### src/rtl/serial_adder_pkg.sv
// Shared types and constants for the bit-serial adder.
package serial_adder_pkg;

  typedef enum logic [1:0] {
    IDLE = 2'd0,
    RUN  = 2'd1,
    DONE = 2'd2
  } state_t;

  localparam int WIDTH_DEFAULT = 8;

  // Bit-counter width; a 1-bit floor keeps the counter a legal vector.
  function automatic int cnt_width(input int w);
    return (w <= 2) ? 1 : $clog2(w);
  endfunction

endpackage

### src/rtl/fulladder.sv
// 1-bit full adder cell.
module fulladder (
  input  logic A,
  input  logic B,
  input  logic Cin,
  output logic S,
  output logic Co
);

  assign S  = A ^ B ^ Cin;
  assign Co = (A & B) | (Cin & (A ^ B));

endmodule

### src/rtl/serial_adder.sv
// Bit-serial WIDTH-bit adder: one fulladder, LSB first, valid/ready on both sides.
// Optional SERIAL_ADDER_OVF_EN adds a registered signed-overflow flag out_ovf.
module serial_adder
  import serial_adder_pkg::*;
#(
  parameter int WIDTH = WIDTH_DEFAULT
) (
  input  logic             clk,
  input  logic             rst,
  input  logic             in_valid,
  output logic             in_ready,
  input  logic [WIDTH-1:0] in_a,
  input  logic [WIDTH-1:0] in_b,
  input  logic             in_cin,
  output logic             out_valid,
  input  logic             out_ready,
  output logic [WIDTH-1:0] out_sum,
  output logic             out_cout
`ifdef SERIAL_ADDER_OVF_EN
  ,
  output logic             out_ovf
`endif
);

  localparam int            CW   = cnt_width(WIDTH);
  localparam logic [CW-1:0] LAST = CW'(WIDTH - 1);

  state_t           state;
  logic [WIDTH-1:0] a_sr, b_sr, sum_sr;
  logic [CW-1:0]    cnt;
  logic             carry_q;
  logic             fa_s, fa_co;
  logic             ovf_q;

  fulladder u_fa (
    .A  (a_sr[0]),
    .B  (b_sr[0]),
    .Cin(carry_q),
    .S  (fa_s),
    .Co (fa_co)
  );

  // The sum shift register is the output register: after WIDTH shifts it holds the result.
  assign out_sum = sum_sr;

`ifdef SERIAL_ADDER_OVF_EN
  assign out_ovf = ovf_q;
`endif

  always_ff @(posedge clk) begin
    if (rst) begin
      state     <= IDLE;
      in_ready  <= 1'b1;
      out_valid <= 1'b0;
      a_sr      <= '0;
      b_sr      <= '0;
      sum_sr    <= '0;
      cnt       <= '0;
      carry_q   <= 1'b0;
      out_cout  <= 1'b0;
      ovf_q     <= 1'b0;
    end else begin
      case (state)
        IDLE: begin
          if (in_valid && in_ready) begin
            a_sr     <= in_a;
            b_sr     <= in_b;
            carry_q  <= in_cin;
            cnt      <= '0;
            sum_sr   <= '0;
            out_cout <= 1'b0;
            ovf_q    <= 1'b0;
            in_ready <= 1'b0;
            state    <= RUN;
          end
        end
        RUN: begin
          a_sr    <= a_sr >> 1;
          b_sr    <= b_sr >> 1;
          sum_sr  <= {fa_s, sum_sr[WIDTH-1:1]};
          carry_q <= fa_co;
          cnt     <= cnt + 1'b1;
          if (cnt == LAST) begin
            // carry_q here is the carry into the MSB, fa_co the carry out of it.
            out_cout  <= fa_co;
            ovf_q     <= carry_q ^ fa_co;
            out_valid <= 1'b1;
            state     <= DONE;
          end
        end
        DONE: begin
          if (out_ready) begin
            out_valid <= 1'b0;
            in_ready  <= 1'b1;
            state     <= IDLE;
          end
        end
        default: begin
          out_valid <= 1'b0;
          in_ready  <= 1'b1;
          state     <= IDLE;
        end
      endcase
    end
  end

`ifndef SERIAL_ADDER_OVF_EN
  logic unused_ovf;
  assign unused_ovf = ovf_q;
`endif

endmodule

### config.mk
export PLATFORM = sky130hd
export DESIGN_NAME = serial_adder
export DESIGN_NICKNAME = d
export VERILOG_FILES = /design/src/rtl/serial_adder_pkg.sv /design/src/rtl/fulladder.sv /design/src/rtl/serial_adder.sv
export SDC_FILE = /design/constraint.sdc
export NUM_CORES = 1
export LEC_CHECK = 0
export ABC_CLOCK_PERIOD_IN_PS = 3000
export CAP_MARGIN = 0
export CORE_MARGIN = 2
export CORE_UTILIZATION = 54
export DETAILED_ROUTE_END_ITERATION = 12
export GPL_TIMING_DRIVEN = 0
export MAX_ROUTING_LAYER = met4
export PLACE_DENSITY = 0.84
export SYNTH_ARGS = -nofsm -noshare
export SYNTH_HDL_FRONTEND = slang
export SYNTH_SLANG_ARGS = --single-unit
export TNS_END_PERCENT = 1
### constraint.sdc
create_clock -name clk -period 3 [get_ports clk]
set_input_delay 0.3 -clock clk [delete_from_list [all_inputs] [get_ports clk]]
set_output_delay 0.3 -clock clk [all_outputs]
set_load 0.005 [all_outputs]
* Word-level counts from Yosys, hierarchy flattened
Cells that the tools add are included.
Cells by class: $add $sub $neg 1, eq/ne operators 6, muxes and demuxes 22, bitwise operators 7, reductions and logical operators 8
Operators by type and width (number):
- $pmux 8 s2 | 3
- $mux 8 | 3
- $reduce_and 3->1 | 4
- $mux 1 | 6
- $mux 2 | 3
- $ne 2x2->1 const B | 3
- $pmux 1 s3 | 2
- $pmux 2 s3 | 1
- $pmux 3 s2 | 1
- $pmux 1 s2 | 2
- $add 3x1->3 const B | 1
- $eq 3x3->1 const B | 1
- $mux 3 | 1
- $and 1x1->1 | 2
- $eq 2x1->1 const B | 1
- $eq 2x2->1 const B | 1
- $logic_not 2->1 | 1
- $not 1->1 | 2
- $reduce_and 2->1 | 1
- $reduce_bool 2->1 | 1
- $xor 1x1->1 | 2
- $logic_and 1x1->1 | 1
- $or 1x1->1 | 1
Storage, ports and cells: register bits 33, input port bits 21, output and inout port bits 11, word-level logic and storage cells 53

* Depth between registers and ports, before layout
depth after elaboration 5, depth in mapped cells 5

* By module
A second synthesis with hierarchy kept.
Unflattened totals: cell total of the unflattened synthesis 152, area, all modules 1526.5 um^2
Modules (own cells, without submodules):
- serial_adder | times used 1, cells an instance 151, area each 1506.4 um^2
- fulladder | times used 1, cells an instance 1, area each 20.0 um^2

* Worst setup path before layout
No wires, ideal clock.
path kind reg2reg, start reg state[1], end reg a_sr[4], library setup time 0.122 ns, arrival 1.206 ns, required time 2.878 ns, path slack 1.673 ns, cell stages (with the launch flop) 5, clock period less this slack 1.327 ns, path through dfxtp_1 > nand2b_4 > buf_6 > mux2_4 > o311a_1
On the way: longest elaborated chain between the ends 3, elaborated cells on any way between the ends 6
RTL lines:
- start: declaration | RTL line serial_adder.sv:28 | state_t state;
- start signal: assignment | RTL line serial_adder.sv:52 | state <= IDLE;
- start signal: assignment | RTL line serial_adder.sv:74 | state <= RUN;
- start signal: assignment | RTL line serial_adder.sv:88 | state <= DONE;
- $eq 2x1->1 or $logic_not 2->1 (tied branches) | RTL line serial_adder.sv:63 | case (state)
- $reduce_bool 2->1 (no line) or $ne 2x2->1 (tied branches)
- $reduce_and 2->1 (no line)
- end signal: assignment | RTL line serial_adder.sv:66 | a_sr <= in_a;
- end signal: assignment | RTL line serial_adder.sv:78 | a_sr <= a_sr >> 1;
- end: declaration | RTL line serial_adder.sv:29 | logic [WIDTH-1:0] a_sr, b_sr, sum_sr;
Parallel ways exist; a longest one is shown, timed or not. A chain may end at the register's enable or synchronous reset.

* Worst setup path in the final report
start reg in_ready, end out in_ready
RTL lines:
- start: declaration | RTL line serial_adder.sv:11 | output logic in_ready,
- start signal: assignment | RTL line serial_adder.sv:53 | in_ready <= 1'b1;
- start signal: assignment | RTL line serial_adder.sv:73 | in_ready <= 1'b0;
- start signal: assignment | RTL line serial_adder.sv:94 | in_ready <= 1'b1;
No word-level cell between the ends.

==> results.json <==
{
  "synth-simple-area-share": 0.110,
  "tightest_slew_ns": 0.484,
  "synth_top_cell_area_share": 0.428,
  "coreArea_um2": 2730,
  "max_stage_delay_ns": 0.55,
  "regArea_um2": 661,
  "dr.first_iter.drc_count": 47,
  "synthMuxAreaShare": 0.114,
  "p_per_area_nw_per_um2": 497,
  "hold_viol": 0,
  "peakVddDrop_mv": 0.511,
  "synth_xor_area_frac": 0,
  "synth.distinct_cells": 33,
  "grt_usage": 0.224,
  "seq_area_frac_synth": 0.428,
  "ys_warn_count": 0,
  "drc_errors": 0,
  "layout-area-overhead-vs-synth_pct": 27.1,
  "syn-num-nets": 180,
  "io_pins": 32,
  "root_buffer": "clkbuf_4",
  "antenna_found_initial": 0,
  "nets": 218,
  "postSynthCellCount": 156,
  "slew_headroom": 0.677,
  "place_area_um2": 1890,
  "outcome": "finished, final reports clean",
  "fin_skew_ns": 0.0147,
  "grt_pass1_vias": 1248,
  "grt_max_degree": 11,
  "holdBufCountCts": 0,
  "path_cells": "clkdlybuf4s50_1",
  "cts_tree": "done",
  "fill_cells": 220,
  "place_congestion": 0.760,
  "via_per_inst": 5.94,
  "multiInputGateArea_um2": 797,
  "dr_total_vias": 1342,
  "clkPwrFrac": 0.301,
  "avgRoutedWirePerCell_um": 14.9,
  "crit_buf_inv": 1,
  "start_util": 0.565,
  "ant_nets": 0,
  "critical_path_peak_fanout": 8,
  "setup_viol": 0,
  "synth.avg_cell_area_um2": 9.90,
  "final_area_um2": 1960,
  "finalNonFillerCells": 226,
  "synth_top_area_cell": "dfxtp_1",
  "required_ns": 2.70,
  "rsz0062_at_grt": "false",
  "rows": 19,
  "p_leak_nw": 0.787,
  "synth.area.top_cells": "dfxtp_1 43%, o311a_1 7.8%, mux2_4 7.8%",
  "cts_buffers": 5,
  "die_h_um": 57.5,
  "grt_first_pass_wirelength_mm": 5.49,
  "drt_wl_total_mm": 3.37,
  "end_kind": "primary output",
  "layout_common_cells": "33 x dfxtp_1, 31 x clkdlybuf4s50_1, 16 x nand2_1",
  "post_cts_resized": 0,
  "clk_latency_ns": 0.36,
  "path_delay_family": "buffers and inverters",
  "hold_slack_ns": 0.482,
  "power.switching_w": 0.000262,
  "clkTransAtPathRegs_ns": 0.10,
  "fmax_ghz": 0.603,
  "hpwl_mm": 2.50,
  "cts.htree.levels": 2,
  "final_common_cell": "dfxtp_1",
  "synth_area_um2": 1540,
  "switching_share": 0.268,
  "min_path_type": "register to register",
  "cts.sinks": 33,
  "postCtsSetupBuffers": 0,
  "grt_remaining_overflow": 0,
  "die_w_um": 57.5,
  "finalSetupTns_ns": 0,
  "period_needed_ns": 1.66,
  "drt_pass1_iterations": 4,
  "ys_ff_latch": 33,
  "n_antenna_cell": 0,
  "synth_top_family_by_area": "compound AO/OA/AOI/OAI gates",
  "finalMaxSlewViolations": 0,
  "final_layout_size_suffix_gt1_frac": 0.154,
  "cp-start-kind": "register",
  "dieArea_um2": 3300,
  "cts_max_path_buffers": 2,
  "io_buffers": 31,
  "synth_adder_area_share": 0.0292,
  "p_int_w": 0.000714,
  "period_share": 0.553,
  "combPwrFrac": 0.198,
  "crit_arrival_ns": 1.36,
  "power_frac_seq": 0.501,
  "synth_compound_area_frac": 0.263,
  "worstSetupPathType": "register to primary output",
  "place_inst": 218,
  "slowest_stage": "clkdlybuf4s50_1",
  "drv_cap": 0
}
## area by class of cell
cell class / count / share of cell area
repair buffers: 31 / 0.158
inverters: 5 / 0.00956
clock buffers: 7 / 0.0331
plain buffers: 14 / 0.0344
well taps: 31 / 0.0198
multi-input cells: 104 / 0.406
clock inverters: 1 / 0.00255
flip-flops and latches: 33 / 0.337
## through the flow
| stage | setup slack (ns) | power [W] | utilization |
|---|---|---|---|
| 2_1_floorplan | 1.67 | 0.000627 | - |
| 3_3_place_gp | 1.14 | 0.000682 | 0.692 |
| 3_5_place_dp | 1.11 | 0.000691 | 0.692 |
| 4_1_cts | 1.34 | 0.000978 | 0.718 |
| 5_1_grt | 1.30 | 0.00101 | 0.718 |
| 6_report | 1.34 | 0.000975 | 0.718 |
## per-layer routing
metal	track usage	vias to the layer above	wire (µm)
li1	-	655	-
met1	0.254	646	1440
met2	0.375	33	1710
met3	0.0431	8	147
met4	0.110	0	81
met5	-	-	0
## path summary, 6_finish.rpt
path | endpoint | slack (ns) | start | depth (start not counted)
worst max-delay path | in_ready | 1.34 | in_ready$_SDFFE_PP1P_ | 1
worst min-delay path | cnt[0]$_SDFFE_PP0P_ | 0.48 | cnt[0]$_SDFFE_PP0P_ | 1
worst max register to register | b_sr[4]$_SDFFE_PP0P_ | 1.47 | state[1]$_SDFFE_PP0P_ | 4
worst min register to register | cnt[0]$_SDFFE_PP0P_ | 0.48 | cnt[0]$_SDFFE_PP0P_ | 1
## kinds of logic (layout without fill, tap and decap cells)
group	Yosys count	count (layout)
AOI/OAI and AO/OA	55	55
DFF	33	33
and+or+nand+nor	33	33
buffers and inverters	19	58
muxes	13	13
adders and majority gates	3	3
## Yosys cell counts
cell / instances
a21oi_1: 9
a2bb2oi_1: 1
a31oi_1: 2
a41o_1: 1
and2_1: 1
buf_1: 1
buf_2: 6
buf_6: 1
clkbuf_1: 6
dfxtp_1: 33
fa_1: 1
ha_1: 2
inv_1: 5
mux2_2: 5
mux2_4: 8
nand2_1: 16
nand2b_1: 3
nand2b_4: 1
nand3_1: 1
nand3b_1: 1
nand4bb_1: 1
nor2_1: 4
nor2b_1: 1
nor3_1: 2
nor4bb_1: 1
o21a_1: 1
o21ai_0: 6
o21bai_1: 12
o22ai_1: 6
o311a_1: 12
o311ai_0: 2
o32ai_1: 3
or2_2: 1
## power by group through the flow
stage,combinational [W],sequential (W),clock [W]
detailed placement,0.000193,0.000498,0
CTS,0.000194,0.000488,0.000296
global route,0.000210,0.000492,0.000311
finish,0.000193,0.000489,0.000294
floorplan,0.000133,0.000493,0
global placement,0.000185,0.000497,0
## registers in the layout, indices dropped and copies added, names as in the netlist
| signal | count |
|---|---|
| a_sr | 8 |
| b_sr | 8 |
| out_sum | 8 |
| cnt | 3 |
| state | 2 |
| carry_q | 1 |
| in_ready | 1 |
| out_cout | 1 |
| out_valid | 1 |
No activity file was read; power rests on OpenSTA's default activity.
